==> config.mk <==
export PLATFORM = sky130hd
export DESIGN_NAME = dbus_timer
export DESIGN_NICKNAME = d
export VERILOG_FILES = /design/src/rtl/dbus_timer.sv
export SDC_FILE = /design/constraint.sdc
export NUM_CORES = 1
export LEC_CHECK = 0
export CAP_MARGIN = 25
export CELL_PAD_IN_SITES_DETAIL_PLACEMENT = 0
export CELL_PAD_IN_SITES_GLOBAL_PLACEMENT = 2
export CORE_MARGIN = 3
export CORE_UTILIZATION = 34
export DETAILED_ROUTE_END_ITERATION = 6
export PLACE_DENSITY = 0.89
export SLEW_MARGIN = 30
export SYNTH_ARGS = -nofsm -noshare
export SYNTH_HDL_FRONTEND = slang
export SYNTH_SLANG_ARGS = --single-unit
==> constraint.sdc <==
create_clock -name clk -period 7.55 [get_ports clk]
set_input_delay 1.51 -clock clk [delete_from_list [all_inputs] [get_ports clk]]
set_output_delay 1.51 -clock clk [all_outputs]
set_load 0.01 [all_outputs]
==> src/rtl/dbus_timer.sv <==
// Memory-mapped prescaled 32-bit timer responding on the core data bus.
// Optional auto-reload on compare match: define DBUS_TIMER_AUTORELOAD_EN.
module dbus_timer #(
    parameter logic [31:0] BASE_ADDR = 32'h0000_0800,
    parameter int          PRESC_W   = 8
) (
    input  logic        clk,
    input  logic        rst,
    input  logic        dce,
    input  logic [31:0] daddr,
    input  logic [3:0]  we,
    input  logic [31:0] din,
    output logic [31:0] dm,
    output logic        irq
);

    logic               en_q, ie_q, auto_q;
    logic [PRESC_W-1:0] presc_q, psc_q;
    logic [31:0]        count_q, compare_q;
    logic               match_q, ovf_q;

    logic               sel, wr, rd;
    logic [1:0]         off;
    logic [31:0]        lane_mask;
    logic               ctrl_wr, count_wr, compare_wr, status_wr;
    logic [31:0]        ctrl_img, rdata;
    logic               tick, hit;
    logic [31:0]        count_inc;

    logic               en_d, ie_d;
    logic [PRESC_W-1:0] presc_d, psc_d;
    logic [31:0]        count_d, compare_d;
    logic               match_d, ovf_d, irq_d;

    logic               unused_addr_bits;
    assign unused_addr_bits = ^daddr[1:0];

    assign sel = dce && (daddr[31:4] == BASE_ADDR[31:4]);
    assign off = daddr[3:2];
    assign wr  = sel && (we != 4'b0000);
    assign rd  = sel && (we == 4'b0000);

    assign lane_mask  = {{8{we[3]}}, {8{we[2]}}, {8{we[1]}}, {8{we[0]}}};
    assign ctrl_wr    = wr && (off == 2'd0);
    assign count_wr   = wr && (off == 2'd1);
    assign compare_wr = wr && (off == 2'd2);
    assign status_wr  = wr && (off == 2'd3) && we[0];

    assign tick      = en_q && (psc_q == presc_q);
    assign count_inc = count_q + 32'd1;
    assign hit       = tick && !count_wr && (count_inc == compare_q);

    always_comb begin
        ctrl_img                = '0;
        ctrl_img[0]             = en_q;
        ctrl_img[1]             = ie_q;
        ctrl_img[2]             = auto_q;
        ctrl_img[8 +: PRESC_W]  = presc_q;

        rdata = '0;
        case (off)
            2'd0: rdata = ctrl_img;
            2'd1: rdata = count_q;
            2'd2: rdata = compare_q;
            2'd3: rdata = {30'd0, ovf_q, match_q};
        endcase
    end

    always_comb begin
        en_d    = en_q;
        ie_d    = ie_q;
        presc_d = presc_q;
        if (ctrl_wr && we[0]) begin
            en_d = din[0];
            ie_d = din[1];
        end
        for (int i = 0; i < PRESC_W; i++) begin
            if (ctrl_wr && lane_mask[8+i])
                presc_d[i] = din[8+i];
        end

        compare_d = compare_wr ? ((compare_q & ~lane_mask) | (din & lane_mask)) : compare_q;

        // A bus write to COUNT wins over the increment and restarts the prescaler
        count_d = count_q;
        if (count_wr)
            count_d = (count_q & ~lane_mask) | (din & lane_mask);
        else if (tick)
            count_d = (auto_q && hit) ? 32'd0 : count_inc;

        psc_d = (count_wr || !en_q || tick) ? '0 : psc_q + PRESC_W'(1);

        // Set events beat a same-cycle write-1-to-clear
        match_d = hit || (match_q && !(status_wr && din[0]));
        ovf_d   = (tick && !count_wr && (count_q == 32'hFFFF_FFFF))
                  || (ovf_q && !(status_wr && din[1]));

        irq_d = ie_d && match_d;
    end

    always_ff @(posedge clk) begin
        if (rst) begin
            en_q      <= 1'b0;
            ie_q      <= 1'b0;
            presc_q   <= '0;
            psc_q     <= '0;
            count_q   <= 32'd0;
            compare_q <= 32'hFFFF_FFFF;
            match_q   <= 1'b0;
            ovf_q     <= 1'b0;
            irq       <= 1'b0;
            dm        <= 32'd0;
        end else begin
            en_q      <= en_d;
            ie_q      <= ie_d;
            presc_q   <= presc_d;
            psc_q     <= psc_d;
            count_q   <= count_d;
            compare_q <= compare_d;
            match_q   <= match_d;
            ovf_q     <= ovf_d;
            irq       <= irq_d;
            dm        <= rd ? rdata : 32'd0;
        end
    end

`ifdef DBUS_TIMER_AUTORELOAD_EN
    always_ff @(posedge clk) begin
        if (rst)
            auto_q <= 1'b0;
        else if (ctrl_wr && we[0])
            auto_q <= din[2];
    end
`else
    assign auto_q = 1'b0;
`endif

endmodule

# Yosys cells after proc, flatten, opt, wreduce, memory -nomap -nowiden

Index checks and enable logic that the tools add are counted.

Register bits after elaboration: 117
Input port bits: 71
Word-level logic and storage cells: 63

$add $sub $neg: 2
Eq/ne operators: 7
Multiplexer cells: 4
Bitwise gates (word level): 7
Reduce and logical (&&, ||, !) cells: 33

Operator list:

| cell                    | number |
|---|---|
| $pmux W32 S4            | 1 |
| $and A32 B32 Y32        | 3 |
| $mux W32                | 2 |
| $or A32 B32 Y32         | 2 |
| $add A32 B1 Y32 const B | 1 |
| $eq A32 B32 Y1          | 1 |
| $eq A32 B32 Y1 const B  | 1 |
| $not A32 Y32            | 1 |
| $eq A28 B8 Y1 const B   | 1 |
| $logic_and A1 B1 Y1     | 19 |
| $add A8 B1 Y8 const B   | 1 |
| $eq A8 B8 Y1            | 1 |
| $eq A2 B2 Y1 const B    | 2 |
| $logic_not A1 Y1        | 4 |
| $logic_not A4 Y1        | 1 |
| $logic_or A1 B1 Y1      | 4 |
| $reduce_bool A4 Y1      | 1 |
| $reduce_or A2 Y1        | 2 |
| $eq A2 B1 Y1 const B    | 1 |
| $logic_not A2 Y1        | 1 |
| $reduce_bool A2 Y1      | 1 |
| $mux W1                 | 1 |
| $not A1 Y1              | 1 |

# Longest topological paths before layout

Depth after elaboration: 10
Depth in mapped cells: 12
Gate-level depth less buffers: 9

# Worst setup path before layout

OpenSTA, ideal clock, no wires.

Path type: input to register
Start point: input port daddr[8]
End point: register with a tool-made name
Arrival: 3.299 ns
Required time: 7.421 ns
Setup slack: 4.122 ns
Cell stages on the path: 8
Path buffers: 2
Cells stage by stage: nor4b_1 nand4_1 nor2_1 clkbuf_1 and3_1 clkbuf_1 mux2i_1 nand2_1

RTL lines:

| item               | RTL line | source |
|---|---|---|
| start: declaration | 10       | `input logic [31:0] daddr,` |

# Final worst setup path

Start point: input port daddr[3]
End point: register irq

Word-level cells in the longest chain between the ends: 8
Elaborated cells between the ends (all ways): 17
Classes of those cells: 2 x eq/ne; 1 x mux; 14 x reduce/logical

Ends and longest elaborated chain:

| item                             | RTL line | source |
|---|---|---|
| $eq A2 B2 Y1                     | 47       | `assign status_wr = wr && (off == 2'd3) && we[0];` |
| $logic_and A1 B1 Y1 (2 in a row) | 47       |  |
| $logic_and A1 B1 Y1              | 94       | `match_d = hit \|\| (match_q && !(status_wr && din[0]));` |
| $logic_not A1 Y1                 | 94       |  |
| $logic_and A1 B1 Y1              | 94       |  |
| $logic_or A1 B1 Y1               | 94       |  |
| $logic_and A1 B1 Y1 *            | 98       | `irq_d = ie_d && match_d;` |
| end signal: assignment           | 122      | `irq <= irq_d;` |
| end: declaration                 | 14       | `output logic irq` |

Mark *: on every way between the ends. The rest lies on a longest branch, timed or not.
A chain may end at the register's enable or synchronous reset.

==> impl_metrics.json <==
{
  "core_area_mm2": 0.0176,
  "globalplace.congestion": 0.920,
  "antenna_left": 0,
  "synth.yosys.seq_area_share_pct": 37.7,
  "finish.net_count": 899,
  "synth_area_leaders": "sky130_fd_sc_hd__dfxtp_1 (38%), sky130_fd_sc_hd__mux2i_1 (7.7%), sky130_fd_sc_hd__nor2_1 (6.5%), sky130_fd_sc_hd__xnor2_1 (4.5%), sky130_fd_sc_hd__nand2_1 (3.7%)",
  "drt_pre_antenna_iters": 5,
  "synth_enable_flop_cells": 0,
  "synth_top_area_share_pct": 37.7,
  "fillerInstances": 1710,
  "clock_sink_count": 117,
  "peakVddDrop_mv": 0.147,
  "p_sw_uw": 312,
  "routed-via-count": 5877,
  "cts.reportedPaths.clkPinSlew_ns": 0.05,
  "viasPerCell": 5.53,
  "postSynthNetCount": 822,
  "synth_area_leader_cell": "sky130_fd_sc_hd__dfxtp_1",
  "postRouteWirelength_um": 19700,
  "rsz0062_at_grt": "false",
  "hold_viol_final": 0,
  "final.period_utilization_pct": 63.3,
  "gr_util_all_layers_pct": 19.8,
  "swShare_pct": 22.1,
  "synth_ff_type": "sky130_fd_sc_hd__dfxtp_1",
  "cell_internal_pwr_uw": 1100,
  "holdBufCountCts": 0,
  "timing.hold.worst_path_depth": 2,
  "reg2reg_depth": 9,
  "detailed_place.area_mm2": 0.00735,
  "htree_num_levels": 4,
  "port_buffers": 101,
  "detailedPlacementHpwl_um": 13900,
  "routed_wire_length_per_instance_um": 18.6,
  "synth_seq_cells": 117,
  "numCtsBuffers": 17,
  "antenna-diode-count": 0,
  "pre_cts_slack_ns": 2.41,
  "top_level_ports": 104,
  "worst-slew-pin-transition_ns": 0.832,
  "drive_above_1_share_pct": 5.61,
  "reg2reg_to": "irq",
  "worstPathArrival_ns": 5.13,
  "hold_removal_path_class": "reg2reg",
  "cts_post_setup_buffers_inserted": 0,
  "cts.root.buffer_cell": "sky130_fd_sc_hd__clkbuf_16",
  "finalClockSkew_ns": 0.00928,
  "power.share.combinational_pct": 5.3,
  "synthCells": 749,
  "antenna_found_initial": 0,
  "clock_tree.buffer_depth": 2,
  "critical_path_peak_fanout": 31,
  "ys_async_sr_fraction_pct": 0,
  "layout_min_cycle_time_ns": 4.78,
  "vias_in_the_first_global_route": 5682,
  "pwr-share-clk_pct": 50.8,
  "area_growth_syn_to_layout_pct": 26.8,
  "design_area_mm2": 0.00788,
  "clk_latency_ns": 0.42,
  "p_leak_uw": 0.00265,
  "cap_violations": 0,
  "ctsResizeCount": 0,
  "post_route_setup_tns_ns": 0,
  "cts_tree": "built",
  "critPathLaunchType": "primary input",
  "worst_hold_path.endpoint": "ovf_q",
  "power_density_mw_per_mm2": 179,
  "synth_cell_type_count": 64,
  "grt_pass1_wl_um": 31100,
  "chipHeight_um": 141,
  "grt_max_degree": 50,
  "result_of_the_run": "complete, no violations",
  "worst_setup_path_type": "in2reg",
  "initialDrtViolationCount": 469,
  "synthesis.area_per_instance_um2": 8.29,
  "critical_path_required_ns": 7.90,
  "r2r_setup_slack_ns": 3.91,
  "holdCritStartpoint": "ovf_q",
  "synth.cell_area_mm2": 0.00621,
  "worstSetupEndpointType": "flop",
  "die_width_um": 141,
  "global_route.overflow_total": 0,
  "maxSlewHeadroom_pct": 44.4,
  "final_critical_path_setup_slack_ns": 2.77,
  "max_clock_freq_mhz": 209,
  "starting_density_pct": 35.3,
  "num_rows": 48,
  "die_area_mm2": 0.0199,
  "setup_violating_endpoint_count_in_the_final_report": 0,
  "yosys_warnings": 0,
  "remaining_drc_errors": 0,
  "report.final.slew_viol_count": 0,
  "seq_power_share_pct": 43.8
}
==> layout make-up <==
class,count,area (um^2),area share [%]
Multi-Input combinational cell,569,3620,46.0
Clock buffer,26,489,6.21
Inverter,12,45.0,0.572
Tap cell,225,282,3.57
Clock inverter,5,25.0,0.318
Timing Repair Buffer,109,1070,13.6
Sequential cell,117,2340,29.7
==> through the flow <==
step	cells	power [uW]	hold slack (ns)	utilization (%)
after CTS	1063	1430	0.480	44.7
after global routing	1063	1460	0.487	44.8
after detailed placement	1032	706	0.468	41.8
final	1063	1410	0.476	44.8
after global placement	1032	706	0.452	41.8
after floorplan	749	653	0.437	-
==> critical path, cell delays in order <==
cell and delay (ns):
sky130_fd_sc_hd__clkdlybuf4s50_1 1.01, sky130_fd_sc_hd__nor2b_2 0.08, sky130_fd_sc_hd__buf_4 0.29, sky130_fd_sc_hd__nor2b_1 0.22
sky130_fd_sc_hd__a21boi_2 0.64, sky130_fd_sc_hd__buf_4 0.40, sky130_fd_sc_hd__o2111a_1 0.24, sky130_fd_sc_hd__nand4_1 0.09
sky130_fd_sc_hd__o41ai_1 0.41, sky130_fd_sc_hd__and2_1 0.21
==> cell usage after synthesis (6+ instances only) <==
library cell and n:
sky130_fd_sc_hd__and3_1 24, sky130_fd_sc_hd__a211oi_1 8, sky130_fd_sc_hd__xor2_1 20, sky130_fd_sc_hd__nand2_1 62, sky130_fd_sc_hd__o21ai_0 19, sky130_fd_sc_hd__and4_1 7
sky130_fd_sc_hd__o211ai_1 8, sky130_fd_sc_hd__buf_2 6, sky130_fd_sc_hd__nor3_1 17, sky130_fd_sc_hd__xnor2_1 32, sky130_fd_sc_hd__dfxtp_1 117, sky130_fd_sc_hd__inv_1 12
sky130_fd_sc_hd__nor2b_1 12, sky130_fd_sc_hd__a22oi_1 24, sky130_fd_sc_hd__nand3_1 24, sky130_fd_sc_hd__clkbuf_1 38, sky130_fd_sc_hd__a31oi_1 8, sky130_fd_sc_hd__nand4_1 19
sky130_fd_sc_hd__mux2i_1 48, sky130_fd_sc_hd__a21oi_1 38, sky130_fd_sc_hd__nor4_1 13, sky130_fd_sc_hd__nor2_1 107
==> worst max path at each step <==
stage	start	to	slack, ns	cells past startpoint
finish	daddr[3]	irq	2.77	10
global route	daddr[3]	irq	2.65	10
CTS	daddr[3]	irq	2.85	10
detailed placement	daddr[3]	irq	2.41	10
global placement	daddr[3]	irq	2.43	10
floorplan	daddr[8]	flop	4.12	8
==> placed cells by master, fill, tap and decap left out, drive strengths merged, types with 7 or more instances in the layout <==
cell | Yosys | routed
a22oi | 24 | 24
and4 | 7 | 7
nand3 | 24 | 24
a31oi | 8 | 8
clkbuf | 39 | 26
nand2 | 63 | 63
xor2 | 20 | 20
mux2i | 48 | 48
buf | 12 | 8
nor3 | 17 | 17
and3 | 24 | 24
nand4 | 19 | 19
inv | 12 | 12
clkdlybuf4s50 | 0 | 101
o21ai | 19 | 19
nor2 | 108 | 108
a21oi | 38 | 38
nor2b | 12 | 12
dfxtp | 117 | 117
o211ai | 8 | 8
xnor2 | 32 | 32
a211oi | 8 | 8
nor4 | 14 | 14
==> routing by layer <==
| metal | share of wire, % | vias to the layer above | track usage (%) |
|---|---|---|---|
| li1 | - | 2863 | - |
| met1 | 47 | 2781 | 27.6 |
| met2 | 44 | 205 | 30.5 |
| met3 | 6.8 | 28 | 4.55 |
| met4 | 1.5 | 0 | 6.07 |
| met5 | 0 | - | 0 |
==> logic make-up after synthesis <==
family                     Yosys count  synth area share (%)
muxes                               50                  8.46
AOI/OAI and AO/OA                  151                  16.6
DFF                                117                  37.7
adders and majority gates            2                 0.403
and+or+nand+nor                    314                  25.3
xor gates and xnor gates            52                  7.34
buffers and inverters               63                  4.19
==> power groups by stage <==
stage                     Combinational, uW  Clock, uW  Sequential [uW]
after floorplan                        22.3          0              631
after global placement                 74.9          0              631
after detailed placement               75.0          0              631
after CTS                              75.2        733              618
after global routing                   80.1        758              617
final                                  75.3        717              618
Note: power is estimated with default switching activity, not from simulation.
